File: src/rtl/seg7_pkg.sv
`default_nettype none
// +----------------------------------------------------------------------------+
// | Package    : seg7_pkg                                                      |
// | Purpose    : Shared constants and decode helper for the 7-segment scan     |
// |              driver: active-low segment patterns {a,b,c,d,e,f,g} (bit6=a,  |
// |              bit0=g), digit-code width, slot pattern type and the          |
// |              code-to-segment decode function.                              |
// | Ports      : none (package)                                               |
// | Revision   : 1.0 - initial release                                        |
// +----------------------------------------------------------------------------+
package seg7_pkg;

  // Width of one packed digit code.
  localparam int DIGIT_W = 4;

  // Active-low segment patterns, bit6 = a ... bit0 = g, 0 = segment lit.
  localparam logic [6:0] SEG_0     = 7'b0000001;
  localparam logic [6:0] SEG_1     = 7'b1001111;
  localparam logic [6:0] SEG_2     = 7'b0010010;
  localparam logic [6:0] SEG_3     = 7'b0000110;
  localparam logic [6:0] SEG_4     = 7'b1001100;
  localparam logic [6:0] SEG_5     = 7'b0100100;
  localparam logic [6:0] SEG_6     = 7'b0100000;
  localparam logic [6:0] SEG_7     = 7'b0001111;
  localparam logic [6:0] SEG_8     = 7'b0000000;
  localparam logic [6:0] SEG_9     = 7'b0000100;
  localparam logic [6:0] SEG_A     = 7'b0001000;
  localparam logic [6:0] SEG_B     = 7'b1100000;
  localparam logic [6:0] SEG_C     = 7'b0110001;
  localparam logic [6:0] SEG_D     = 7'b1000010;
  localparam logic [6:0] SEG_E     = 7'b0110000;
  localparam logic [6:0] SEG_F     = 7'b0111000;
  localparam logic [6:0] SEG_BLANK = 7'b1111111;

  // Pattern held on the segment bus for one digit slot (both fields active-low).
  typedef struct packed {
    logic [6:0] seg;
    logic       dp;
  } seg7_pat_t;

  localparam seg7_pat_t PAT_BLANK = '{seg: SEG_BLANK, dp: 1'b1};

  // Map a 4-bit digit code to its active-low pattern. Codes 10-15 render
  // as hex letters only when hex_en is set; otherwise they go dark.
  function automatic logic [6:0] seg7_decode(input logic [DIGIT_W-1:0] code,
                                             input logic               hex_en);
    logic [6:0] seg;
    seg = SEG_BLANK;
    case (code)
      4'h0:    seg = SEG_0;
      4'h1:    seg = SEG_1;
      4'h2:    seg = SEG_2;
      4'h3:    seg = SEG_3;
      4'h4:    seg = SEG_4;
      4'h5:    seg = SEG_5;
      4'h6:    seg = SEG_6;
      4'h7:    seg = SEG_7;
      4'h8:    seg = SEG_8;
      4'h9:    seg = SEG_9;
      4'hA:    seg = hex_en ? SEG_A : SEG_BLANK;
      4'hB:    seg = hex_en ? SEG_B : SEG_BLANK;
      4'hC:    seg = hex_en ? SEG_C : SEG_BLANK;
      4'hD:    seg = hex_en ? SEG_D : SEG_BLANK;
      4'hE:    seg = hex_en ? SEG_E : SEG_BLANK;
      4'hF:    seg = hex_en ? SEG_F : SEG_BLANK;
      default: seg = SEG_BLANK;
    endcase
    return seg;
  endfunction

endpackage : seg7_pkg
`default_nettype wire

File: src/rtl/seg7_hex_decode.sv
`default_nettype none
// +----------------------------------------------------------------------------+
// | Module     : seg7_hex_decode                                               |
// | Purpose    : Purely combinational digit-code to 7-segment decoder.         |
// | Parameters : HEX_EN - 1: codes 10-15 show A b C d E F; 0: they are blank   |
// | Ports      : code [3:0] in  - digit code                                  |
// |              seg  [6:0] out - active-low pattern {a..g}, bit6 = a          |
// | Revision   : 1.0 - initial release                                        |
// +----------------------------------------------------------------------------+
module seg7_hex_decode
  import seg7_pkg::*;
#(
  parameter int HEX_EN = 1
) (
  input  logic [DIGIT_W-1:0] code,
  output logic [6:0]         seg
);

  localparam logic C_HEX_EN = (HEX_EN != 0);

  assign seg = seg7_decode(code, C_HEX_EN);

endmodule : seg7_hex_decode
`default_nettype wire

File: src/rtl/seg7_scan_driver.sv
`default_nettype none
// +----------------------------------------------------------------------------+
// | Module     : seg7_scan_driver                                              |
// | Purpose    : Multiplexed N-digit 7-segment display driver. Captures packed |
// |              digit codes on a load strobe and time-multiplexes them onto   |
// |              a shared active-low segment bus with per-digit active-low     |
// |              anodes, dead time, leading-zero blanking and a frame pulse.   |
// | Parameters : NUM_DIGITS (1..8), CLK_DIV (>= BLANK_CYC+2), BLANK_CYC,       |
// |              HEX_EN                                                        |
// | Ports      : clk        in  system clock                                   |
// |              rst_n      in  synchronous active-low reset                   |
// |              enable     in  1 = scanning, 0 = dark with scan state frozen  |
// |              load       in  strobe capturing digits_in/dp_in               |
// |              digits_in  in  4 bits per digit, [3:0] = digit 0 (rightmost)  |
// |              dp_in      in  decimal point request per digit, 1 = lit       |
// |              blank_lz   in  leading-zero blanking enable (live)            |
// |              seg_n      out segments {a..g}, bit6 = a, 0 = lit             |
// |              dp_n       out decimal point of active digit, 0 = lit         |
// |              an_n       out anode enables, 0 = driven, at most one low     |
// |              frame_done out one-cycle pulse after the last slot completes  |
// | Revision   : 1.0 - initial release                                        |
// +----------------------------------------------------------------------------+
module seg7_scan_driver
  import seg7_pkg::*;
#(
  parameter int NUM_DIGITS = 4,
  parameter int CLK_DIV    = 50000,
  parameter int BLANK_CYC  = 16,
  parameter int HEX_EN     = 1
) (
  input  logic                          clk,
  input  logic                          rst_n,
  input  logic                          enable,
  input  logic                          load,
  input  logic [DIGIT_W*NUM_DIGITS-1:0] digits_in,
  input  logic [NUM_DIGITS-1:0]         dp_in,
  input  logic                          blank_lz,
  output logic [6:0]                    seg_n,
  output logic                          dp_n,
  output logic [NUM_DIGITS-1:0]         an_n,
  output logic                          frame_done
);

  // Counter widths are kept at least one bit so NUM_DIGITS=1 still elaborates;
  // in that case idx simply never leaves 0.
  localparam int C_CNT_W = (CLK_DIV > 1) ? $clog2(CLK_DIV) : 1;
  localparam int C_IDX_W = (NUM_DIGITS > 1) ? $clog2(NUM_DIGITS) : 1;

  localparam logic [C_CNT_W-1:0] C_CNT_MAX   = C_CNT_W'(CLK_DIV - 1);
  localparam logic [C_CNT_W-1:0] C_CNT_BLANK = C_CNT_W'(BLANK_CYC);
  localparam logic [C_IDX_W-1:0] C_IDX_MAX   = C_IDX_W'(NUM_DIGITS - 1);

  // --------------------------------------------------------------------------
  // State
  // --------------------------------------------------------------------------
  logic [C_CNT_W-1:0]            cnt_q,        cnt_d;
  logic [C_IDX_W-1:0]            idx_q,        idx_d;
  logic [DIGIT_W*NUM_DIGITS-1:0] digits_q,     digits_d;
  logic [NUM_DIGITS-1:0]         dp_sh_q,      dp_sh_d;
  seg7_pat_t                     pat_q,        pat_d;
  logic [NUM_DIGITS-1:0]         an_n_q,       an_n_d;
  logic                          frame_done_q, frame_done_d;

  // --------------------------------------------------------------------------
  // Combinational helpers
  // --------------------------------------------------------------------------
  logic [NUM_DIGITS-1:0] lz_mask;     // 1 = digit is a blanked leading zero
  logic                  zero_run;
  logic [DIGIT_W-1:0]    sel_code;
  logic                  sel_dp;
  logic                  sel_blank;
  logic [NUM_DIGITS-1:0] an_sel_n;    // one-cold anode pattern for idx_q
  logic [6:0]            dec_seg;
  seg7_pat_t             slot_pat;
  logic                  cnt_last;
  logic                  idx_last;

  // Walk from the most significant digit down; a digit is a leading zero
  // only while every digit above it is also zero. Digit 0 is never masked
  // so a zero value still shows a single "0".
  always_comb begin
    zero_run = blank_lz;
    lz_mask  = '0;
    for (int i = NUM_DIGITS - 1; i >= 1; i--) begin
      zero_run   = zero_run & (digits_q[i*DIGIT_W +: DIGIT_W] == '0);
      lz_mask[i] = zero_run;
    end
  end

  // Select the shadow entry belonging to the current slot. A compare-per-digit
  // mux avoids out-of-range indexing when NUM_DIGITS is not a power of two.
  always_comb begin
    sel_code  = '0;
    sel_dp    = 1'b0;
    sel_blank = 1'b0;
    an_sel_n  = '1;
    for (int i = 0; i < NUM_DIGITS; i++) begin
      if (idx_q == C_IDX_W'(i)) begin
        sel_code    = digits_q[i*DIGIT_W +: DIGIT_W];
        sel_dp      = dp_sh_q[i];
        sel_blank   = lz_mask[i];
        an_sel_n[i] = 1'b0;
      end
    end
  end

  seg7_hex_decode #(
    .HEX_EN (HEX_EN)
  ) u_decode (
    .code (sel_code),
    .seg  (dec_seg)
  );

  // Decimal point follows dp_in even on a blanked leading zero.
  always_comb begin
    slot_pat.seg = sel_blank ? SEG_BLANK : dec_seg;
    slot_pat.dp  = ~sel_dp;
  end

  assign cnt_last = (cnt_q == C_CNT_MAX);
  assign idx_last = (idx_q == C_IDX_MAX);

  // --------------------------------------------------------------------------
  // Next-state logic
  // --------------------------------------------------------------------------
  always_comb begin
    cnt_d        = cnt_q;
    idx_d        = idx_q;
    digits_d     = digits_q;
    dp_sh_d      = dp_sh_q;
    pat_d        = pat_q;
    an_n_d       = '1;
    frame_done_d = 1'b0;

    // Shadow capture runs regardless of enable.
    if (load) begin
      digits_d = digits_in;
      dp_sh_d  = dp_in;
    end

    if (enable) begin
      cnt_d = cnt_last ? '0 : cnt_q + 1'b1;

      if (cnt_last) begin
        idx_d        = idx_last ? '0 : idx_q + 1'b1;
        frame_done_d = idx_last;
      end

      // The pattern is latched only at slot start, so a load arriving
      // mid-slot cannot disturb the digit currently on the bus.
      if (cnt_q == '0) begin
        pat_d = slot_pat;
      end

      // Anodes stay off for the first BLANK_CYC cycles of each slot so the
      // previous digit's segments do not ghost onto the new one.
      if (cnt_q >= C_CNT_BLANK) begin
        an_n_d = an_sel_n;
      end
    end
  end

  // --------------------------------------------------------------------------
  // State registers
  // --------------------------------------------------------------------------
  always_ff @(posedge clk) begin
    if (!rst_n) begin
      cnt_q        <= '0;
      idx_q        <= '0;
      digits_q     <= '0;
      dp_sh_q      <= '0;
      pat_q        <= PAT_BLANK;
      an_n_q       <= '1;
      frame_done_q <= 1'b0;
    end else begin
      cnt_q        <= cnt_d;
      idx_q        <= idx_d;
      digits_q     <= digits_d;
      dp_sh_q      <= dp_sh_d;
      pat_q        <= pat_d;
      an_n_q       <= an_n_d;
      frame_done_q <= frame_done_d;
    end
  end

  assign seg_n      = pat_q.seg;
  assign dp_n       = pat_q.dp;
  assign an_n       = an_n_q;
  assign frame_done = frame_done_q;

endmodule : seg7_scan_driver
`default_nettype wire
File: config.mk
export PLATFORM = sky130hd
export DESIGN_NAME = seg7_scan_driver
export DESIGN_NICKNAME = d
export VERILOG_FILES = /design/src/rtl/seg7_pkg.sv /design/src/rtl/seg7_hex_decode.sv /design/src/rtl/seg7_scan_driver.sv
export SDC_FILE = /design/constraint.sdc
export NUM_CORES = 1
export LEC_CHECK = 0
export CORE_ASPECT_RATIO = 2
export CORE_MARGIN = 2
export CORE_UTILIZATION = 35
export CTS_CLUSTER_DIAMETER = 60
export DETAILED_ROUTE_END_ITERATION = 8
export GPL_TIMING_DRIVEN = 1
export SLEW_MARGIN = 20
export SYNTH_ARGS = -nofsm -noshare
export SYNTH_HDL_FRONTEND = slang
export SYNTH_HIERARCHICAL = 1
export SYNTH_SLANG_ARGS = --single-unit
File: constraint.sdc
create_clock -name clk -period 2.8 [get_ports clk]
set_input_delay 0.42 -clock clk [delete_from_list [all_inputs] [get_ports clk]]
set_output_delay 0.42 -clock clk [all_outputs]
set_load 0.05 [all_outputs]
Word-level counts from Yosys, hierarchy flattened
Memory sizes are Yosys's and may differ from the RTL's.
Cells that the tools add are included.
- flip-flop bits (word level): 51
- memories: 1
- memory bits (read-only): 112
- bits of input ports: 25
- output and inout bits: 13
- equality and inequality tests: 4
- reductions and logical operators: 9
- mux-type cells: 18
- add/sub/neg operators: 2
- bitwise operators: 4
- order comparisons: 1
- memory list (name ; words ; width ; rd ports ; clocked after memory_dff ; wr ports ; line ; RTL):
    (no name shown) ; 16 ; 7 ; 1 ; 0 ; 0 ; seg7_pkg.sv:49 ; case (code)
- operators with widths (operator ; number):
    $add 16x1->16 const B ; 1
    $eq 16x16->1 const B ; 1
    $ge 16x5->1 const B ; 1
    $logic_not 16->1 ; 1
    $mux 16 ; 1
    $mux 4 ; 4
    $logic_not 4->1 ; 3
    $mux 1 ; 11
    $mux 7 ; 1
    $reduce_and 3->1 ; 2
    $eq 2x2->1 const B ; 2
    $reduce_and 2->1 ; 2
    $and 1x1->1 ; 3
    $add 2x1->2 const B ; 1
    $eq 2x1->1 const B ; 1
    $logic_not 2->1 ; 1
    $mux 2 ; 1
    $not 1->1 ; 1

Longest topological paths before layout
- depth after elaboration: 8
- mapped depth: 13
- mapped depth without buffers: 12

Modules after synthesis
The synthesis kept the hierarchy.
- modules (own cells, without submodules) (module ; instances ; area an instance (sq um) ; seq. area each (sq um) ; cells each):
    seg7_scan_driver ; 1 ; 2341.0 ; 1021.0 ; 258
    seg7_hex_decode ; 1 ; 274.0 ; 0.0 ; 32

Worst setup path before layout
Ideal clock, no wire load.
- path kind: reg-to-reg
- start: reg idx_q[1]
- end: reg pat_q (netlist bit seg_n[3])
- buffers on the path: 1
- setup time: 143 ps
- stages on the path, launching flop included: 13
- path slack: 25 ps
- data arrival time: 2632 ps
- cells stage by stage: dfxtp_1 inv_1 ha_1 clkbuf_1 nor2b_1 a221oi_1 o31ai_1 inv_1 ha_1 inv_1 mux4_2 inv_1 a41oi_1
- longest elaborated chain between the ends: 7
- elaborated cells on any way between the ends: 13
- classes of those cells: eq/ne: 3; mux: 8; reduce/logical: 1; memory: 1
- ends and longest elaborated chain (item ; line ; RTL):
    start: declaration ; seg7_scan_driver.sv:57 ; logic [C_IDX_W-1:0] idx_q, idx_d;
    start signal: assignment ; seg7_scan_driver.sv:177 ; idx_q <= idx_d;
    $logic_not 2->1 ; seg7_scan_driver.sv:98 ; if (idx_q == C_IDX_W'(i)) begin
    $mux 4 (3 in series) ; seg7_scan_driver.sv:98 ;
    $mux 4 (*) ; seg7_scan_driver.sv:98 ;
    named net sel_code[0] ; seg7_scan_driver.sv:69 ; logic [DIGIT_W-1:0] sel_code;
    $mem_v2 16x7 (*) ; n/a ;
    named net dec_seg[3] ; seg7_scan_driver.sv:73 ; logic [6:0] dec_seg;
    $mux 7 (*) ; seg7_scan_driver.sv:116 ; slot_pat.seg = sel_blank ? SEG_BLANK : dec_seg;
    end signal: assignment ; seg7_scan_driver.sv:180 ; pat_q <= pat_d;
    end: declaration ; seg7_scan_driver.sv:60 ; seg7_pat_t pat_q, pat_d;
The timed path passes the listed nets; every way through them passes the cells marked *.
A chain may end at the register's enable or synchronous reset.

Final worst setup path
- start: reg idx_q[1]
- end: reg pat_q (netlist bit seg_n[0])
The elaborated chain is that of the path after synthesis.

==> metrics.yaml <==
status: "completed"
relSlewSlack_pct: 66.96
synth-adder-area-share_pct: 6.220
viasPerCell: 5.179
pin_count: 38
synth_edf_count: 0
ys_top_cells_by_area: "dfxtp_1 (39%), mux2i_1 (9.6%), ha_1 (6.2%), nor2_1 (6.0%), xnor2_1 (3.3%)"
drtPass1Iterations: 4
synth_cells: 290
gp_congestion: 0.8691
yosys.area_share.simple_pct: 21.10
ir_worst_vdd_mv: 0.3042
min_path_type: "reg2reg"
antennaDiodeCount: 0
total_power_w: 0.001624
grt_pass1_wl_um: 10140
yosysTopAreaCellShare_pct: 39.04
syn_nets: 328
multi_input_comb_area_um2: 1436
syn-mean-instance-area_um2: 9.017
die-area_um2: 8221
synth_compound_area_share_pct: 12.20
ys_ff_latch: 51
period_minus_slack_ns: 2.556
grt_usage_pct: 15.99
fin_nets: 365
tightestPinTransition_ns: 0.4941
ys.flop_type: "dfxtp_1"
fmaxAchievable_ghz: 0.3913
insertion_delay_ns: 0.29
drc: 0
antenna_found_initial: 0
die_h_um: 126.2
ys_types: 48
syn_to_final_growth_pct: 23.83
final.setup_skew_ns: 0.004969
portBuffers: 37
netlist_area_um2: 2615
setup_viol: 0
num_vias: 2175
cts_hold_buf: 0
ys_seq_area_share_pct: 39.04
clockBufferDepth: 2
cts.reportedPaths.clkPinSlew_ns: 0.06
grt_overflow: 0
power.density_nw_per_um2: 501.6
drive_gt1_share_pct: 9.146
yosys_warnings: 6
worstSetupEndpointType: "flop"
cts-resized-gates: 0
cts_tree: "built"
final_cells: 420
required_ns: 2.96
fillers: 738
slew_viol_final: 0
core_area_um2: 7267
num_rows: 44
wl_um: 6093
die_w_um: 65.12
maxCapViolCount: 0
critPathArrivalTime_ns: 2.72
critPathMaxFanout: 12
synth-xor-area-share_pct: 4.354
htree_levels: 2
p_leak_nw: 1.250
place_hpwl_um: 4632
min_period_over_period_pct: 91.27
grt_pass1_vias: 2134
cp-start-kind: "flop"
crit_type: "reg2reg"
rsz0062_at_grt: "no"
post-cts-setup-buffer-count: 0
synth_top_family_by_area: "simple AND/OR/NAND/NOR gates"
hold_viol_final: 0
detail-route-antenna-nets: 0
drtIter0Drc: 104
finalSetupTns_ns: 0
cts-root-buf: "clkbuf_16"
cts.sinks: 51
fin_util_pct: 44.56
synth.largest_area_cell: "dfxtp_1"
synthArstFlopShare_pct: 0
placed_cells: 412
start_util_pct: 35.98
cts_made_buffers: 5
muxShareOfSynthArea_pct: 10.86
detail_route.wl_per_cell_um: 14.51
seq_area_um2: 1021
grt_max_degree: 30
## metal layers
layer / wire (µm) / vias to the layer above / global-route usage [%]
met4: 292 / 0 / 9.681
met5: 0 / - / 0
li1: - / 1091 / -
met2: 3362 / 39 / 29.17
met1: 2268 / 1027 / 16.19
met3: 168 / 18 / 3.036
## critical path, stage by stage, from the launching register on
cell      delay [ns]
dfxtp_1         0.34
inv_1           0.08
ha_1            0.39
nor2b_1         0.09
a221oi_1        0.30
o31ai_1         0.14
buf_4           0.18
ha_1            0.24
mux2_2          0.28
a22o_1          0.26
inv_1           0.06
a41oi_1         0.08
## state kept, by name, indices dropped and copies added (netlist names)
register / flops
an_n: 4
seg_n: 7
idx_q: 2
dp_sh_q: 4
cnt_q: 16
frame_done: 1
dp_n: 1
digits_q: 16
## path summary, 6_finish.rpt
path	startpoint	endpoint	slack, ns	cells past startpoint
setup / recovery	idx_q[1]$_SDFFE_PN0P_	seg_n[0]$_SDFFE_PN1P_	0.24	11
hold / removal	dp_n$_SDFFE_PN1P_	dp_n$_SDFFE_PN1P_	0.50	1
setup reg to reg	idx_q[1]$_SDFFE_PN0P_	seg_n[0]$_SDFFE_PN1P_	0.24	11
hold reg to reg	dp_n$_SDFFE_PN1P_	dp_n$_SDFFE_PN1P_	0.50	1
## stage by stage
step / cell area [µm²] / hold WS [ns] / setup WS [ns]
after floorplan: 2615 / 0.4520 / 0.02462
after global routing: 3238 / 0.5274 / 0.05825
after CTS: 3233 / 0.5070 / 0.2576
final: 3238 / 0.5012 / 0.2445
after detailed placement: 3095 / 0.4933 / 0.2586
after global placement: 3095 / 0.4824 / 0.3237
## synth_stat cells (2+ instances only)
master and count:
a41oi_1 7, clkbuf_1 11, o21a_1 3, nand4_1 6, nor2b_1 9, o31ai_1 4
nand3_1 4, and4_1 3, nand2_1 17, nor3_1 6, xnor2_1 10, o21ai_0 2
xor2_1 3, dfxtp_1 51, a21oi_1 3, buf_2 4, inv_1 18, a22o_1 2
buf_4 3, ha_1 13, mux2i_1 25, nor2_1 42, a221oi_1 4, nor4_1 8
a211oi_1 9
## cell families after synthesis
logic type	Yosys count
AND/OR/NAND/NOR	108
AO/OA/AOI/OAI	41
buffers and inverters	37
multiplexers	27
flip-flops	51
adder cells (fa/ha/maj)	13
XOR/XNOR	13
## cell usage in the layout (no fill, tap or decap), types with 2 or more instances in the layout
cell type         n
nor4_1            8
mux2i_1          25
a21oi_1           3
nand3_1           4
o31ai_1           3
nand4_1           6
inv_1            18
and4_1            3
a41oi_1           7
xor2_1            3
ha_1             13
buf_4            12
nor3_1            6
clkbuf_1          2
a221oi_1          4
nor2b_1           9
o21ai_0           2
a211oi_1          9
nand2_1          17
clkbuf_16         5
clkdlybuf4s50_1  37
dfxtp_1          51
nor2_1           42
a22o_1            2
xnor2_1          10
o21a_1            3
## layout make-up
class / instances / area share, %
timing repair buffer: 49 / 14.22
sequential: 51 / 31.53
clock buffer: 7 / 4.096
clock inverter: 1 / 0.1546
tap: 92 / 3.555
multi-input combinational: 202 / 44.36
inverter: 18 / 2.087
## where the power goes
part | total [W] | switching (W) | leakage (nW) | internal, W
Combinational | 0.000255 | 0.000136 | 0.765 | 0.000119
Sequential | 0.000784 | 0.0000249 | 0.417 | 0.000759
Clock | 0.000585 | 0.000255 | 0.0679 | 0.000331
(Power assumes the default switching activity.)
